[src/rtl/sync_symbol_mapper.sv]
// BPSK sync-symbol mapper: snapshots the sync word on start and streams one {Q,I} sample per used carrier.
// Optional build macro SYNC_MAPPER_REPEAT_EN emits the symbol twice back-to-back (Schmidl-Cox timing).
module sync_symbol_mapper #(
  parameter int unsigned        USED_CARRIERS      = 800,
  parameter int unsigned        SYNC_WORD_WIDTH    = 800,
  parameter logic signed [15:0] AMPLITUDE          = 16'sd8192,
  parameter int unsigned        M_AXIS_TDATA_WIDTH = 32
) (
  input  logic                          m_axis_data_aclk,
  input  logic                          m_axis_data_aresetn,
  input  logic [SYNC_WORD_WIDTH-1:0]    sync_word,
  input  logic                          sync_word_ready,
  input  logic                          start,
  output logic                          busy,
  output logic                          start_err,
  output logic                          m_axis_data_tvalid,
  input  logic                          m_axis_data_tready,
  output logic [M_AXIS_TDATA_WIDTH-1:0] m_axis_data_tdata,
  output logic                          m_axis_data_tlast
);

  localparam int unsigned     CNT_W  = 11;
  localparam logic [CNT_W-1:0] LAST_K = CNT_W'(USED_CARRIERS - 1);

  // pass_q marks the final pass; a single-pass build starts directly in it.
`ifdef SYNC_MAPPER_REPEAT_EN
  localparam logic START_PASS = 1'b0;
`else
  localparam logic START_PASS = 1'b1;
`endif

  typedef enum logic [1:0] {IDLE, STREAM, DRAIN} state_e;

  state_e                        state_q, state_d;
  logic [CNT_W-1:0]              cnt_q, cnt_d;
  logic [SYNC_WORD_WIDTH-1:0]    shadow_q, shadow_d;
  logic [M_AXIS_TDATA_WIDTH-1:0] tdata_q, tdata_d;
  logic                          tvalid_q, tvalid_d;
  logic                          tlast_q, tlast_d;
  logic                          busy_q, busy_d;
  logic                          start_err_q, start_err_d;
  logic                          pass_q, pass_d;
  logic                          handshake_c;
  logic [CNT_W-1:0]              cnt_inc_c;

  function automatic logic [M_AXIS_TDATA_WIDTH-1:0] map_bit(input logic b);
    logic signed [15:0] i_val;
    i_val = b ? AMPLITUDE : -AMPLITUDE;
    return M_AXIS_TDATA_WIDTH'({16'h0000, i_val});
  endfunction

  function automatic logic carrier_bit(input logic [SYNC_WORD_WIDTH-1:0] w,
                                       input logic [CNT_W-1:0] k);
    logic [SYNC_WORD_WIDTH-1:0] s;
    s = w >> k;
    return s[0];
  endfunction

  assign handshake_c = tvalid_q & m_axis_data_tready;
  assign cnt_inc_c   = cnt_q + CNT_W'(1);

  // Next-state and registered-output logic
  always_comb begin
    state_d     = state_q;
    cnt_d       = cnt_q;
    shadow_d    = shadow_q;
    tdata_d     = tdata_q;
    tvalid_d    = tvalid_q;
    tlast_d     = tlast_q;
    busy_d      = busy_q;
    start_err_d = 1'b0;
    pass_d      = pass_q;
    case (state_q)
      IDLE: begin
        busy_d = 1'b0;
        if (start) begin
          if (sync_word_ready) begin
            state_d  = STREAM;
            shadow_d = sync_word;
            cnt_d    = '0;
            pass_d   = START_PASS;
            tdata_d  = map_bit(sync_word[0]);
            tvalid_d = 1'b1;
            tlast_d  = (LAST_K == '0) && START_PASS;
            busy_d   = 1'b1;
          end else begin
            start_err_d = 1'b1;
          end
        end
      end
      STREAM: begin
        if (handshake_c) begin
          if (cnt_q == LAST_K) begin
            if (pass_q) begin
              state_d  = DRAIN;
              tvalid_d = 1'b0;
              tlast_d  = 1'b0;
              tdata_d  = '0;
            end else begin
              // Second pass restarts at carrier 0 with no gap
              pass_d  = 1'b1;
              cnt_d   = '0;
              tdata_d = map_bit(shadow_q[0]);
              tlast_d = (LAST_K == '0);
            end
          end else begin
            cnt_d   = cnt_inc_c;
            tdata_d = map_bit(carrier_bit(shadow_q, cnt_inc_c));
            tlast_d = (cnt_inc_c == LAST_K) && pass_q;
          end
        end
      end
      DRAIN: begin
        state_d = IDLE;
        cnt_d   = '0;
        busy_d  = 1'b0;
      end
      default: begin
        state_d  = IDLE;
        tvalid_d = 1'b0;
        tlast_d  = 1'b0;
        busy_d   = 1'b0;
      end
    endcase
  end

  always_ff @(posedge m_axis_data_aclk or negedge m_axis_data_aresetn) begin
    if (!m_axis_data_aresetn) begin
      state_q     <= IDLE;
      cnt_q       <= '0;
      shadow_q    <= '0;
      tdata_q     <= '0;
      tvalid_q    <= 1'b0;
      tlast_q     <= 1'b0;
      busy_q      <= 1'b0;
      start_err_q <= 1'b0;
      pass_q      <= 1'b0;
    end else begin
      state_q     <= state_d;
      cnt_q       <= cnt_d;
      shadow_q    <= shadow_d;
      tdata_q     <= tdata_d;
      tvalid_q    <= tvalid_d;
      tlast_q     <= tlast_d;
      busy_q      <= busy_d;
      start_err_q <= start_err_d;
      pass_q      <= pass_d;
    end
  end

  assign busy               = busy_q;
  assign start_err          = start_err_q;
  assign m_axis_data_tvalid = tvalid_q;
  assign m_axis_data_tdata  = tdata_q;
  assign m_axis_data_tlast  = tlast_q;

endmodule

[config.mk]
export PLATFORM = sky130hd
export DESIGN_NAME = sync_symbol_mapper
export DESIGN_NICKNAME = d
export VERILOG_FILES = /design/src/rtl/sync_symbol_mapper.sv
export SDC_FILE = /design/constraint.sdc
export NUM_CORES = 2
export LEC_CHECK = 0
export BUFFER_PORTS_ARGS = -buffer_cell sky130_fd_sc_hd__buf_2
export CAP_MARGIN = 40
export CORE_AREA = 5 5 328 330
export CTS_CLUSTER_SIZE = 30
export DETAILED_ROUTE_END_ITERATION = 8
export DIE_AREA = 0 0 333 335
export PLACE_DENSITY = 0.62
export SYNTH_ARGS = -nofsm -noshare
export SYNTH_HDL_FRONTEND = slang
export SYNTH_SLANG_ARGS = --single-unit
[constraint.sdc]
create_clock -name m_axis_data_aclk -period 5.2 [get_ports m_axis_data_aclk]
set_clock_uncertainty 0.15 [all_clocks]
set_input_delay 0.26 -clock m_axis_data_aclk [delete_from_list [all_inputs] [get_ports m_axis_data_aclk]]
set_output_delay 0.26 -clock m_axis_data_aclk [all_outputs]
set_load 0.05 [all_outputs]
## After elaboration in Yosys (flattened, before gate mapping)

Cells that the tools add are included.
W data, S select, Z words.

| word-level totals | value |
|---|---|
| bits in read-only memories | 0 |
| output and inout port bits | 36 |
| bits in latches | 0 |
| memories kept | 0 |
| bits in registers | 850 |
| RAM bits | 0 |

| cells by class | value |
|---|---|
| div/mod/pow operators | 0 |
| multiply operators | 0 |
| muxes and demuxes | 41 |
| magnitude comparators | 0 |
| shift operators | 1 |
| equal/unequal tests | 10 |
| add/sub/neg operators | 1 |
| reductions and logical operators | 11 |
| bitwise operators | 2 |

Operators with widths:

| kind | number |
|---|---|
| $shr A800 B11 Y1 | 1 |
| $mux W32 | 4 |
| $mux W16 | 4 |
| $pmux W32 S2 | 1 |
| $mux W11 | 5 |
| $pmux W11 S3 | 1 |
| $eq A11 B10 Y1 const B | 2 |
| $mux W1 | 16 |
| $reduce_and A5 Y1 | 3 |
| $add A11 B1 Y11 const B | 1 |
| $mux W2 | 5 |
| $ne A2 B2 Y1 const B | 5 |
| $reduce_and A4 Y1 | 2 |
| $pmux W1 S3 | 2 |
| $reduce_and A6 Y1 | 1 |
| $pmux W1 S2 | 2 |
| $pmux W2 S2 | 1 |
| $ne A3 B3 Y1 const B | 1 |
| $reduce_and A3 Y1 | 1 |
| $reduce_bool A3 Y1 | 1 |
| $eq A2 B1 Y1 const B | 1 |
| $eq A2 B2 Y1 const B | 1 |
| $logic_not A2 Y1 | 1 |
| $reduce_bool A2 Y1 | 1 |
| other kinds (3) | 3 |

## Longest topological paths before layout

| logic depth | value |
|---|---|
| depth in word-level cells | 6 |
| gate-level depth with buffers | 16 |

## Worst setup path before layout

Ideal clock, no wire load.

| timing path | value |
|---|---|
| path kind | reg2reg |
| from | register cnt_q[0] |
| to | register tdata_q[14], in the netlist m_axis_data_tdata[14] |
| data required time | 4.907 ns |
| buffers on the path | 7 |
| stages on the path, launching flop included | 17 |
| setup slack | 2.151 ns |
| arrival time | 2.757 ns |
| setup time | 0.143 ns |
| path through | dfrtp_1 > buf_6 > buf_12 > inv_2 > ha_1 > buf_2 > buf_2 > buf_4 > buf_2 > buf_2 > nand2_1 > a311oi_1 > nand4_1 > o31ai_2 > o311ai_1 > a31oi_1 > o31ai_2 |

| between the ends | value |
|---|---|
| longest elaborated chain between the ends | 6 |
| elaborated cells on any way between the ends | 7 |

Ends and longest elaborated chain:

| what | RTL line | text |
|---|---|---|
| from (decl) | 35 | `logic [CNT_W-1:0] cnt_q, cnt_d;` |
| from (signal assigned) | 140 | `cnt_q <= cnt_d;` |
| $add A11 B1 Y11 | 60 | `assign cnt_inc_c = cnt_q + CNT_W'(1);` |
| $shr A800 B11 Y1 | 55 | `s = w >> k;` |
| $mux W16 | 48 | `i_val = b ? AMPLITUDE : -AMPLITUDE;` |
| $mux W32 * | 93 | `if (cnt_q == LAST_K) begin` |
| $mux W32 * | 92 | `if (handshake_c) begin` |
| $pmux W32 S2 * | 73 | `case (state_q)` |
| to (signal assigned) | 142 | `tdata_q <= tdata_d;` |
| to (decl) | 37 | `logic [M_AXIS_TDATA_WIDTH-1:0] tdata_q, tdata_d;` |

Every way passes the cells marked *; elsewhere a longest branch is shown, timed or not. The select of a mux whose other input is x is not followed.
A chain may end at the register's enable or synchronous reset.

## Final worst setup path

Same ends and word-level chain as after synthesis.

==> run metrics <==
WP data required about 5600 ps; Die ar. about 110000 um^2; gr usage total between 20% and 30%; port bufs between 800 and 900; drt first pass iters 6; # IOs between 800 and 900; Startpoint Class register; clk_lat worst skew around 680 ps; Seq/Total Area, Yosys 53.85%; Root Driver clkbuf_16; vias in the first global route ~39000; post-synthesis register bit count just over 800; clock tree from TritonCTS done; compound-gate portion of the synthesized area under 10%; ANT nets after route 0; grt ovf 0; Main synth FF type dfrtp_1; Worst VDD drop about 0.29 mV; largest stage delay on the critical path about 750 ps; initial DRC count 3184; Post-synth EDFFs 0; reg2reg path depth 10; crit-path cells ha_1 > nand3_1 > xnor2_4 > nor2_4 > a32oi_1 > a21boi_0 > a31oi_1 > a41oi_1 > a31oi_1 > o31ai_2; vias around 37000; Distinct cells, synth 65; Min Clock Period, post-route between 4000 and 5000 ps; Area Overhead vs Synth 42.94%; number of hold violations in the final report 0; synthesized area between 30000 and 40000 um^2; final WL between 150 and 200 mm; Remaining DRCs 0; Synth Area in Adders less than 1%; Max stage delay cell, worst path xnor2_4; Worst Path Arrival between 4000 and 5000 ps; Setup violations, final 0; worst slew pin tran about 1100 ps; Die Y-Extent around 340 um; R2R Path Start cnt_q[0]$_DFFE_PN0P_; Post-Syn Instances ~4200; Worst Path Max Fanout 15; mux share of post-synthesis cell area a little under an eighth; CP Depth 10; FP Rows about 120; routability congestion estimate 0.8596; nets ~6500; largest area contributor in the netlist dfrtp_1; Hold Crit Class input port to asynchronous set/reset pin; initial antenna violation count 29; Crit path buffers/inverters 0; Initial Util ~36%; CTS Buffer Depth 3; CTS sink count 820; critical path endpoint m_axis_data_tdata[14]$_DFFE_PN0P_; Slew headroom between 20% and 30%; Max Cap Violations 0; Max Slew Vio Count 0; first-pass GRT wire length 233.4 mm; Async SR Flop Fraction 100.0%; RSZ-0062 raised after global routing false; critical register-to-register path endpoint m_axis_data_tdata[14]$_DFFE_PN0P_; cts bufs inserted slightly above 90; Core Area approximately 100000 um^2; Reg2Reg Setup Slack a little over 800 ps; kind of end point of the critical path register; post-layout util a little over half; most used cell, CP a31oi_1; CTS clk-pin slew, worst paths about 70 ps; post-synthesis simple-gate area fraction between 20% and 30%; Max Fclk 0.2276 GHz; DP Worst Slack between 500 and 600 ps; Avg Cell Area, Syn about 9 um^2; Crit path max-delay family compound AO/OA/AOI/OAI gates; share of cells above drive strength 1 a little over a fifth; synth top area cells dfrtp_1, nand2_1, mux4_2, clkbuf_1, mux2i_1; pwr dens 531.1 nW/um^2; xor and xnor fraction of the mapped netlist area less than 1%; crit share post-route 84.50%; H-Tree Depth 3; fillers between 8000 and 9000; mean routed wirelength per cell 21.66 um; die width ~330 um; setup TNS 0 ps; post-route setup slack between 800 and 900 ps; Synthesis Warnings 0; largest net degree at the start of global routing 207; beginning of the critical path cnt_q[0]$_DFFE_PN0P_; status finished, final reports clean; Leak between 20 and 30 nW; largest family of logic cells by synthesized area simple AND/OR/NAND/NOR gates; Post-DP HPWL 98.96 mm; via/cell ratio roughly 5.2; share of the synthesized area in the top cell type around 54%; Post-CTS Setup Inserts 0; Setup CP Type register to register
==> sequential cells by signal, indices dropped and copies added (netlist names) <==
register / count
cnt_q: 11
m_axis_data_tvalid: 1
m_axis_data_tlast: 1
pass_q: 1
m_axis_data_tdata: 2
start_err: 1
busy: 1
shadow_q: 800
state_q: 2
==> how the worst min path moves through the flow <==
stage | slack [ps] | end
after floorplan | -190 | busy$_DFFE_PN0N_
after detailed placement | 270 | shadow_q[215]$_DFFE_PN0P_
after global routing | 140 | shadow_q[100]$_DFFE_PN0P_
after CTS | 90 | state_q[0]$_DFFE_PN0P_
after global placement | 260 | shadow_q[215]$_DFFE_PN0P_
final | 120 | shadow_q[215]$_DFFE_PN0P_
==> metrics by stage <==
step / hold WS (ps) / power (W) / cell area, um^2 / std cells
4_1_cts: 85.86 / 0.02896 / 54390 / 7194
3_5_place_dp: 272.9 / 0.02179 / 43300 / 6220
2_1_floorplan: -185.6 / 0.01808 / 38210 / 4252
5_1_grt: 141.5 / 0.03072 / 54430 / 7210
6_report: 117.9 / 0.02893 / 54470 / 7224
3_3_place_gp: 264.4 / 0.02152 / 43180 / 6213
==> repair_timing <==
item,CTS,global route
hold endpoints to repair,896,0
gates resized for setup,0,0
hold buffers,804,0
==> cell families after synthesis <==
family	Yosys count
buffers and inverters	300
adder cells (fa/ha/maj)	2
multiplexers	219
other	1
AND/OR/NAND/NOR	2737
flip-flops	820
AO/OA/AOI/OAI	130
XOR/XNOR	15
==> routing by layer <==
layer / wire length (um) / vias to the layer above / share of wire (%) / track usage [%]
met3: 10120 / 663 / 6.5 / 4.849
met4: 11360 / 10 / 7.3 / 16.82
met2: 75280 / 1960 / 48 / 45.02
li1: - / 16490 / - / -
met1: 59670 / 18100 / 38 / 33.27
met5: 68 / - / 0.043 / 0
==> worst register-to-register path, cell delays in order (launching register included) <==
cell	delay, ps
dfrtp_4	630
ha_1	580
nand3_1	380
xnor2_4	750
nor2_4	320
a32oi_1	350
a21boi_0	130
a31oi_1	350
a41oi_1	300
a31oi_1	270
o31ai_2	90
==> report_power, final <==
part	switching, W	internal (W)	total, W
clock	0.00277	0.00385	0.00662
combinational	0.00624	0.00487	0.0111
sequential	0.00186	0.00933	0.0112
==> synthesized netlist by cell type, drive strengths merged (3+ instances only) <==
master  count
a31oi      16
mux4      172
mux2i      47
a221o       4
xor2        6
a21oi      12
nor4        6
nor2       37
a311oi      4
a32o        7
a32oi      20
buf       102
o31ai       3
and3        6
a21boi      3
a211oi      5
nor2b       6
a21o        3
xnor2       9
nand4      11
o21ai      34
a221oi      4
nand2    2598
inv         6
nand3      58
clkbuf    192
a211o       3
nor3        6
dfrtp     820
==> layout by cell type, fill, tap and decap left out, types with 15 or more instances in the layout <==
cell              n
a32oi_1          20
dfrtp_1         819
mux4_2          163
buf_4            39
nor2_1           31
clkbuf_1         18
conb_1           29
a31oi_1          16
nand2_1        2597
dlygate4sd3_1   804
clkinv_2         26
clkbuf_16        93
nand3_1          57
diode_2          30
buf_2           810
mux2i_1          47
buf_12           15
o21ai_0          27
==> area by class of cell <==
class,count,area (um^2),area share [%]
sequential,820,20520,37.68
multi-input combinational,3132,16240,29.82
timing repair buffer,1675,12820,23.53
clock buffer,125,2587,4.751
tap,1391,1740,3.195
clock inverter,45,456.7,0.8385
antenna,30,75.07,0.1378
inverter,6,22.52,0.04135
Note: power is estimated with default switching activity, not from simulation.
